## src/rtl/div_pkg.sv

```systemverilog
// div_pkg: shared definitions for the iterative divider.
//   - DIV_FREE/DIV_BYZERO/DIV_ON/DIV_END : 2-bit FSM state encodings
//   - DIV_WIDTH_DEFAULT                  : default operand width
//   - DIV_RESULT_ZERO                    : all-zero result, sliced to 2*WIDTH by users
package div_pkg;

  typedef logic [1:0] div_state_t;

  localparam div_state_t DIV_FREE   = 2'd0;
  localparam div_state_t DIV_BYZERO = 2'd1;
  localparam div_state_t DIV_ON     = 2'd2;
  localparam div_state_t DIV_END    = 2'd3;

  localparam int DIV_WIDTH_DEFAULT = 32;
  localparam int DIV_WIDTH_MAX     = 64;

  // Wide enough for the largest legal WIDTH; users take the low 2*WIDTH bits.
  localparam logic [2*DIV_WIDTH_MAX-1:0] DIV_RESULT_ZERO = '0;

endpackage

```

## src/rtl/div_sign_fix.sv

```systemverilog
// div_sign_fix: conditional two's-complement negate.
//   neg_i  : 1 = output -data_i, 0 = pass data_i through
//   data_i : WIDTH-bit input
//   data_o : WIDTH-bit result
// Used both to take operand magnitudes and to restore result signs.
module div_sign_fix #(
  parameter int WIDTH = 32
) (
  input  logic             neg_i,
  input  logic [WIDTH-1:0] data_i,
  output logic [WIDTH-1:0] data_o
);

  assign data_o = neg_i ? ((~data_i) + WIDTH'(1)) : data_i;

endmodule

```

## src/rtl/div_unit.sv

```systemverilog
// div_unit: iterative restoring radix-2 signed/unsigned divider.
//   clk, reset      : rising-edge clock, async active-high reset
//   start_i         : request, held by EXE until ready_o
//   annul_i         : flush; aborts any divide, highest priority
//   signed_div_i    : 1 = DIV, 0 = DIVU (sampled with start_i)
//   opdata1_i/2_i   : dividend / divisor (sampled with start_i)
//   result_o        : {remainder, quotient}
//   ready_o         : result valid
// Optional: define DIV_EARLY_OUT_EN to finish immediately when
// |dividend| < |divisor| (same result, shorter latency).
module div_unit
  import div_pkg::*;
#(
  parameter int WIDTH = DIV_WIDTH_DEFAULT
) (
  input  logic               clk,
  input  logic               reset,
  input  logic               start_i,
  input  logic               annul_i,
  input  logic               signed_div_i,
  input  logic [WIDTH-1:0]   opdata1_i,
  input  logic [WIDTH-1:0]   opdata2_i,
  output logic [2*WIDTH-1:0] result_o,
  output logic               ready_o
);

  localparam int CW = $clog2(WIDTH) + 1;

  div_state_t         state_q, state_d;
  logic [CW-1:0]      cnt_q, cnt_d;
  logic [WIDTH-1:0]   rem_q, rem_d;     // partial remainder
  logic [WIDTH-1:0]   quo_q, quo_d;     // dividend shifting out, quotient shifting in
  logic [WIDTH-1:0]   dvs_q, dvs_d;     // divisor magnitude
  logic               signed_q, signed_d;
  logic               sign1_q, sign1_d;
  logic               sign2_q, sign2_d;
  logic [2*WIDTH-1:0] result_q, result_d;
  logic               ready_q, ready_d;

  logic [WIDTH-1:0]   op1_abs, op2_abs, quo_fix, rem_fix;
  logic [WIDTH:0]     shifted, diff;

  div_sign_fix #(.WIDTH(WIDTH)) u_abs1 (
    .neg_i(signed_div_i & opdata1_i[WIDTH-1]), .data_i(opdata1_i), .data_o(op1_abs));
  div_sign_fix #(.WIDTH(WIDTH)) u_abs2 (
    .neg_i(signed_div_i & opdata2_i[WIDTH-1]), .data_i(opdata2_i), .data_o(op2_abs));
  div_sign_fix #(.WIDTH(WIDTH)) u_fixq (
    .neg_i(signed_q & (sign1_q ^ sign2_q)), .data_i(quo_q), .data_o(quo_fix));
  div_sign_fix #(.WIDTH(WIDTH)) u_fixr (
    .neg_i(signed_q & sign1_q), .data_i(rem_q), .data_o(rem_fix));

  // Trial subtract; the remainder is always < divisor, so WIDTH+1 bits suffice
  // and the top bit of diff is the borrow.
  assign shifted = {rem_q, quo_q[WIDTH-1]};
  assign diff    = shifted - {1'b0, dvs_q};

  always_comb begin
    state_d  = state_q;
    cnt_d    = cnt_q;
    rem_d    = rem_q;
    quo_d    = quo_q;
    dvs_d    = dvs_q;
    signed_d = signed_q;
    sign1_d  = sign1_q;
    sign2_d  = sign2_q;
    result_d = result_q;
    ready_d  = ready_q;

    case (state_q)
      DIV_FREE: begin
        if (start_i && !annul_i) begin
          if (opdata2_i == '0) begin
            state_d = DIV_BYZERO;
          end
`ifdef DIV_EARLY_OUT_EN
          else if (op1_abs < op2_abs) begin
            // Quotient is zero, remainder is the untouched dividend.
            state_d = DIV_END;
            rem_d   = opdata1_i;
            quo_d   = '0;
          end
`endif
          else begin
            state_d  = DIV_ON;
            cnt_d    = '0;
            rem_d    = '0;
            quo_d    = op1_abs;
            dvs_d    = op2_abs;
            signed_d = signed_div_i;
            sign1_d  = opdata1_i[WIDTH-1];
            sign2_d  = opdata2_i[WIDTH-1];
          end
        end
      end
      DIV_BYZERO: begin
        rem_d   = '0;
        quo_d   = '0;
        state_d = DIV_END;
      end
      DIV_ON: begin
        if (cnt_q != CW'(WIDTH)) begin
          rem_d = diff[WIDTH] ? shifted[WIDTH-1:0] : diff[WIDTH-1:0];
          quo_d = {quo_q[WIDTH-2:0], ~diff[WIDTH]};
          cnt_d = cnt_q + CW'(1);
        end else begin
          // Extra cycle after the last iteration applies the sign correction.
          quo_d   = quo_fix;
          rem_d   = rem_fix;
          state_d = DIV_END;
        end
      end
      DIV_END: begin
        ready_d  = 1'b1;
        result_d = {rem_q, quo_q};
        if (!start_i) begin
          state_d  = DIV_FREE;
          ready_d  = 1'b0;
          result_d = DIV_RESULT_ZERO[2*WIDTH-1:0];
        end
      end
      default: state_d = DIV_FREE;
    endcase

    if (annul_i) begin
      state_d  = DIV_FREE;
      ready_d  = 1'b0;
      result_d = DIV_RESULT_ZERO[2*WIDTH-1:0];
    end
  end

  always_ff @(posedge clk or posedge reset) begin
    if (reset) begin
      state_q  <= DIV_FREE;
      cnt_q    <= '0;
      rem_q    <= '0;
      quo_q    <= '0;
      dvs_q    <= '0;
      signed_q <= 1'b0;
      sign1_q  <= 1'b0;
      sign2_q  <= 1'b0;
      result_q <= DIV_RESULT_ZERO[2*WIDTH-1:0];
      ready_q  <= 1'b0;
    end else begin
      state_q  <= state_d;
      cnt_q    <= cnt_d;
      rem_q    <= rem_d;
      quo_q    <= quo_d;
      dvs_q    <= dvs_d;
      signed_q <= signed_d;
      sign1_q  <= sign1_d;
      sign2_q  <= sign2_d;
      result_q <= result_d;
      ready_q  <= ready_d;
    end
  end

  assign result_o = result_q;
  assign ready_o  = ready_q;

endmodule

```

## config.mk

```make
export PLATFORM = sky130hd
export DESIGN_NAME = div_unit
export DESIGN_NICKNAME = d
export VERILOG_FILES = /design/src/rtl/div_pkg.sv /design/src/rtl/div_sign_fix.sv /design/src/rtl/div_unit.sv
export SDC_FILE = /design/constraint.sdc
export NUM_CORES = 1
export LEC_CHECK = 0
export BUFFER_PORTS_ARGS = -buffer_cell sky130_fd_sc_hd__buf_2
export CAP_MARGIN = 30
export CORE_ASPECT_RATIO = 1.2
export CORE_MARGIN = 2
export CORE_UTILIZATION = 40
export DETAILED_ROUTE_END_ITERATION = 16
export GPL_TIMING_DRIVEN = 1
export PLACE_DENSITY = 0.56
export SETUP_SLACK_MARGIN = 0.05
export SLEW_MARGIN = 20
export SYNTH_ARGS = -nofsm -noshare
export SYNTH_HDL_FRONTEND = slang
export SYNTH_HIERARCHICAL = 1
export SYNTH_SLANG_ARGS = --single-unit
export TNS_END_PERCENT = 10
```

## constraint.sdc

```tcl
create_clock -name clk -period 13.3 [get_ports clk]
set_input_delay 2.66 -clock clk [delete_from_list [all_inputs] [get_ports clk]]
set_output_delay 2.66 -clock clk [all_outputs]
set_load 0.02 [all_outputs]
```

# ---- Yosys cells after proc, flatten, opt, wreduce, memory -nomap -nowiden
# Index checks and enable logic that the tools add are counted.
dict set report word_totals {
  ff_bits 172
}
dict set report classes {
  add_sub_neg 6
  eq_ne 12
  mux 29
  n_bitwise 11
  n_reduce_logical 12
}
# cell n
set op_table {}
lappend op_table {{2-to-1 mux 32 bit} 11}
lappend op_table {{2-to-1 mux 64 bit} 3}
lappend op_table {{case mux 32 bit (3 select lines)} 2}
lappend op_table {{adder 32 x 1 -> 32 bit (second input constant)} 4}
lappend op_table {{inverter 32 bit} 4}
lappend op_table {{subtractor 33 x 32 -> 33 bit} 1}
lappend op_table {{zero test 32 bit} 1}
lappend op_table {{2-to-1 mux 6 bit} 3}
lappend op_table {{case mux 6 bit (2 select lines)} 1}
lappend op_table {{AND reduction 4 bit} 3}
lappend op_table {{2-to-1 mux 2 bit} 5}
lappend op_table {{!= test 3 bit (second input constant)} 3}
lappend op_table {{case mux 2 bit (4 select lines)} 1}
lappend op_table {{adder 6 x 1 -> 6 bit (second input constant)} 1}
lappend op_table {{!= test 2 bit (second input constant)} 3}
lappend op_table {{!= test 3 x 2 -> 1 bit (second input constant)} 2}
lappend op_table {{!= test 6 bit (second input constant)} 1}
lappend op_table {{AND reduction 3 bit} 2}
lappend op_table {{bitwise AND 1 bit} 4}
lappend op_table {{== test 2 bit (second input constant)} 2}
lappend op_table {{nonzero test 2 bit} 2}
lappend op_table {{2-to-1 mux 1 bit} 3}
lappend op_table {{nonzero test 3 bit} 1}
lappend op_table {{== test 2 x 1 -> 1 bit (second input constant)} 1}
lappend op_table {{5 further kinds} 6}

# ---- Longest topological paths before layout
dict set report depth {
  ltp_word 6
  ltp_mapped 14
}

# ---- Hierarchy
# Netlist, hierarchy kept.
# mod n_inst cells_each area_each_um2 seq_area_each_um2
set modules_own_cells {}
lappend modules_own_cells {div_unit 1 1010 9521.6 4304.1}
lappend modules_own_cells {div_sign_fix 4 99 777.0 0.0}

# ---- Worst setup path after synthesis
# Ideal clock, no wire load.
dict set report synth_path {
  kind {in2reg}
  from {input opdata2_i[24]}
  to {register quo_q[0]}
  arrival_time_ps 4585
  required_ps 13223
  path_slack_ps 8638
  path_stages 10
  path_cell_list {nor4_1 -> nand4_1 -> nor2_1 -> nor3b_1 -> nand2_1 -> clkbuf_1 -> a21boi_1 -> clkbuf_1 -> a21oi_1 -> a21oi_1}
}
dict set report synth_via {
  elab_chain_cells 3
}
# item line_no
set synth_rtl {}
lappend synth_rtl {{start, declared} div_unit.sv:22} ;# input logic [WIDTH-1:0] opdata2_i,
lappend synth_rtl {{zero test 32 bit} div_unit.sv:72} ;# if (opdata2_i == '0) begin
lappend synth_rtl {{!= test 2 bit (no line)} -}
lappend synth_rtl {{AND reduction 4 bit (no line)} -}
lappend synth_rtl {{end signal, assigned} div_unit.sv:147} ;# quo_q <= quo_d;
lappend synth_rtl {{end, declared} div_unit.sv:32} ;# logic [WIDTH-1:0] quo_q, quo_d;
# Every way passes these cells.
# A chain may end at the register's enable or synchronous reset.

# ---- Worst setup path after layout
dict set report layout_path {
  from {input opdata2_i[16]}
  to {register quo_q[21]}
}
# The elaborated chain is that of the path after synthesis.

==> run summary <==
#FFs+latches synth: 172
Sequential share of power: 28.9%
Final setup viols: 0
Root Driver: clkbuf_16
Internal power: 1.70 mW
Slew headroom: 34.7%
Status: completed
Crit path max-delay family: simple AND/OR/NAND/NOR gates
Worst Setup Path Type: primary input to flip-flop
Placement Setup Slack: 8.14 ns
Port bufs: 133
Hold WC Path Type: flip-flop to flip-flop
Most frequent cells in the layout: 174 x nand2_1, 172 x dfrtp_1, 141 x xnor2_1, 139 x a21oi_1, 134 x buf_2
Hold Buf Count CTS: 0
Req. time, crit path: 13.61 ns
Initial DRC count: 810
Most common cell on crit path: nor2_1
Slew Viols, Final: 0
Total Routing Usage GR: 21.3%
Critical Path, Cell by Cell: buf_2 -> nor4_1 -> nand4_1 -> nor2_1 -> nor3b_1 -> nand2_1 -> o21ai_4 -> buf_4 -> nor2_1 -> a21oi_1
First-pass GRT wire length: 57.4 mm
Clk sinks: 172
GPL Wtd Cong: 0.915
Register area: 4300 um2
Maxcap violations: 0
Worst skew pair latency: 0.45 ns
Synth Cell Area: 12600 um2
Hold Fails Final Rpt: 0
Worst-path clk slew: 0.07 ns
Max incr delay on CP: 0.40 ns
Post-route ant nets: 0
Average size of a mapped cell: 8.98 um2
Post-CTS sizing: 0
Width of the chip: 166 um
Most common cell after layout, fill and taps aside: nand2_1
Post-Route WL: 34.9 mm
Layout fillers: 3031
FMAX: 213 MHz
Die area: 33000 um2
Crit path launch type: primary input
Buffer and inverter count on the worst path: 2
First-pass DRT Iterations: 5
Core ar.: 31200 um2
Net Switching: 1.49 mW
Crit-path max FO: 50
Clock buffer count from CTS: 17
Arrival @ worst endpoint: 5.01 ns
Synth warnings: 6
Worst clock skew: 0.0136 ns
Antenna Cells: 0
Async set-reset flop share out of synthesis: 100%
Main synth FF type: dfrtp_1
DP Wirelength: 25.4 mm
IO Count: 134
Comb power frac: 55.0%
Power Dens Cells: 224 nW/um2
Area grow syn2layout: 13.1%
Vias in the first global route: 10741
Sequential-to-total area share from yosys stat: 34.1%
Grt total ovfl: 0
Fin crit share: 35.3%
Vias per cell: 5.78
Switch share: 46.7%
Final #Nets: 1610
Initial antenna violation count: 1
Final WS setup: 8.60 ns
Setup tns final: 0 ns
Largest net degree at the start of global routing: 88
Die extent in y: 199 um
Fin crit period: 4.70 ns
Unrepaired setup endpoints after global routing: false
Area of the multi-input gates: 7840 um2
Drc violations: 0
Routed len/inst: 18.2 um
Layout cells sized above 1: 18.0%
Clock Path Buffers: 2
Worst-margin pin slew: 0.976 ns
Synth cell types: 66
CP endpoint kind: flip-flop
Slowest cell on crit path: buf_4
Via count: 11051
Post-CTS setup buffers: 0
Peak VDD IR: 101 uV
Synthesized instance count: 1406
FP Rows: 71
Mapped Nets: 1518
Post-synth EDFFs: 0
Leak pwr: 6.32 nW
Initial Utilization: 40.5%
H-tree Lvls: 4
Clock network power share: 16.1%
CTS tree: done
## cell type report
class	count	share of cell area, %
inverters	52	1.40
clock inverters	14	1.10
clock buffers	18	3.01
multi-input cells	1103	54.9
repair buffers	152	5.94
well taps	401	3.51
flip-flops and latches	172	30.1
## power by group through the flow
stage,registers [mW],clock network [mW],logic [mW]
finish,0.924,0.513,1.76
global route,0.955,0.548,1.96
detailed placement,0.935,0,1.75
CTS,0.925,0.526,1.76
global placement,0.931,0,1.72
floorplan,0.853,0,1.40
## per-layer routing
metal	up-vias	GRT usage, %	routed length, um
met5	-	0	0
met4	0	6.26	690
li1	5365	-	-
met1	5324	27.8	15700
met2	320	37.0	17000
met3	42	3.08	1520
## state kept, by name, indices dropped and copies added, names as in the netlist
| signal | cells |
|---|---|
| sign2_q | 1 |
| sign1_q | 1 |
| quo_q | 32 |
| dvs_q | 32 |
| ready_o | 1 |
| result_o | 64 |
| state_q | 2 |
| rem_q | 32 |
| cnt_q | 6 |
| signed_q | 1 |
## cell families (layout without fill, tap and decap cells)
kind of cell | Yosys count | in the layout | share of synthesized area (%)
and+or+nand+nor | 402 | 402 | 17.3
DFF | 172 | 172 | 34.1
xor gates and xnor gates | 151 | 151 | 10.6
AOI/OAI and AO/OA | 460 | 460 | 25.5
buffers and inverters | 131 | 236 | 4.09
adders and majority gates | 43 | 43 | 4.32
muxes | 47 | 47 | 4.08
## synthesized netlist by cell type, types with 22 or more instances
master,n,area [um2]
nand3_1,23,115
nand2_1,174,653
xnor2_1,141,1230
a22o_1,70,613
o31ai_1,33,248
mux2_2,36,405
o211ai_1,23,173
o41ai_1,22,193
a21o_1,34,255
inv_1,51,191
o21ai_0,62,310
nor2_1,61,229
ha_1,42,526
a21oi_1,139,696
dfrtp_1,172,4300
clkbuf_1,56,210
## final timing paths
| path | cells past startpoint | startpoint | slack, ns | to |
|---|---|---|---|---|
| min in group asynchronous | 2 | reset | 2.29 | ready_o$_DFFE_PP0P_ |
| min reg2reg | 1 | ready_o$_DFFE_PP0P_ | 0.48 | ready_o$_DFFE_PP0P_ |
| max reg2reg | 13 | quo_q[31]$_DFFE_PP0P_ | 9.29 | rem_q[30]$_DFFE_PP0P_ |
| max in group asynchronous | 3 | reset | 9.73 | rem_q[23]$_DFFE_PP0P_ |
| max | 10 | opdata2_i[16] | 8.60 | quo_q[21]$_DFFE_PP0P_ |
| min | 1 | ready_o$_DFFE_PP0P_ | 0.48 | ready_o$_DFFE_PP0P_ |
## stage by stage
step | power [mW] | utilization [%] | instance area (um2) | hold slack (ns) | std cells
2_1_floorplan | 2.25 | - | 12600 | 0.479 | 1406
3_3_place_gp | 2.65 | 43.7 | 13600 | 0.455 | 1875
3_5_place_dp | 2.68 | 43.9 | 13700 | 0.469 | 1880
4_1_cts | 3.21 | 45.8 | 14300 | 0.486 | 1912
5_1_grt | 3.47 | 45.8 | 14300 | 0.513 | 1912
6_report | 3.20 | 45.8 | 14300 | 0.478 | 1912
Power figures use the tool's default switching activity.
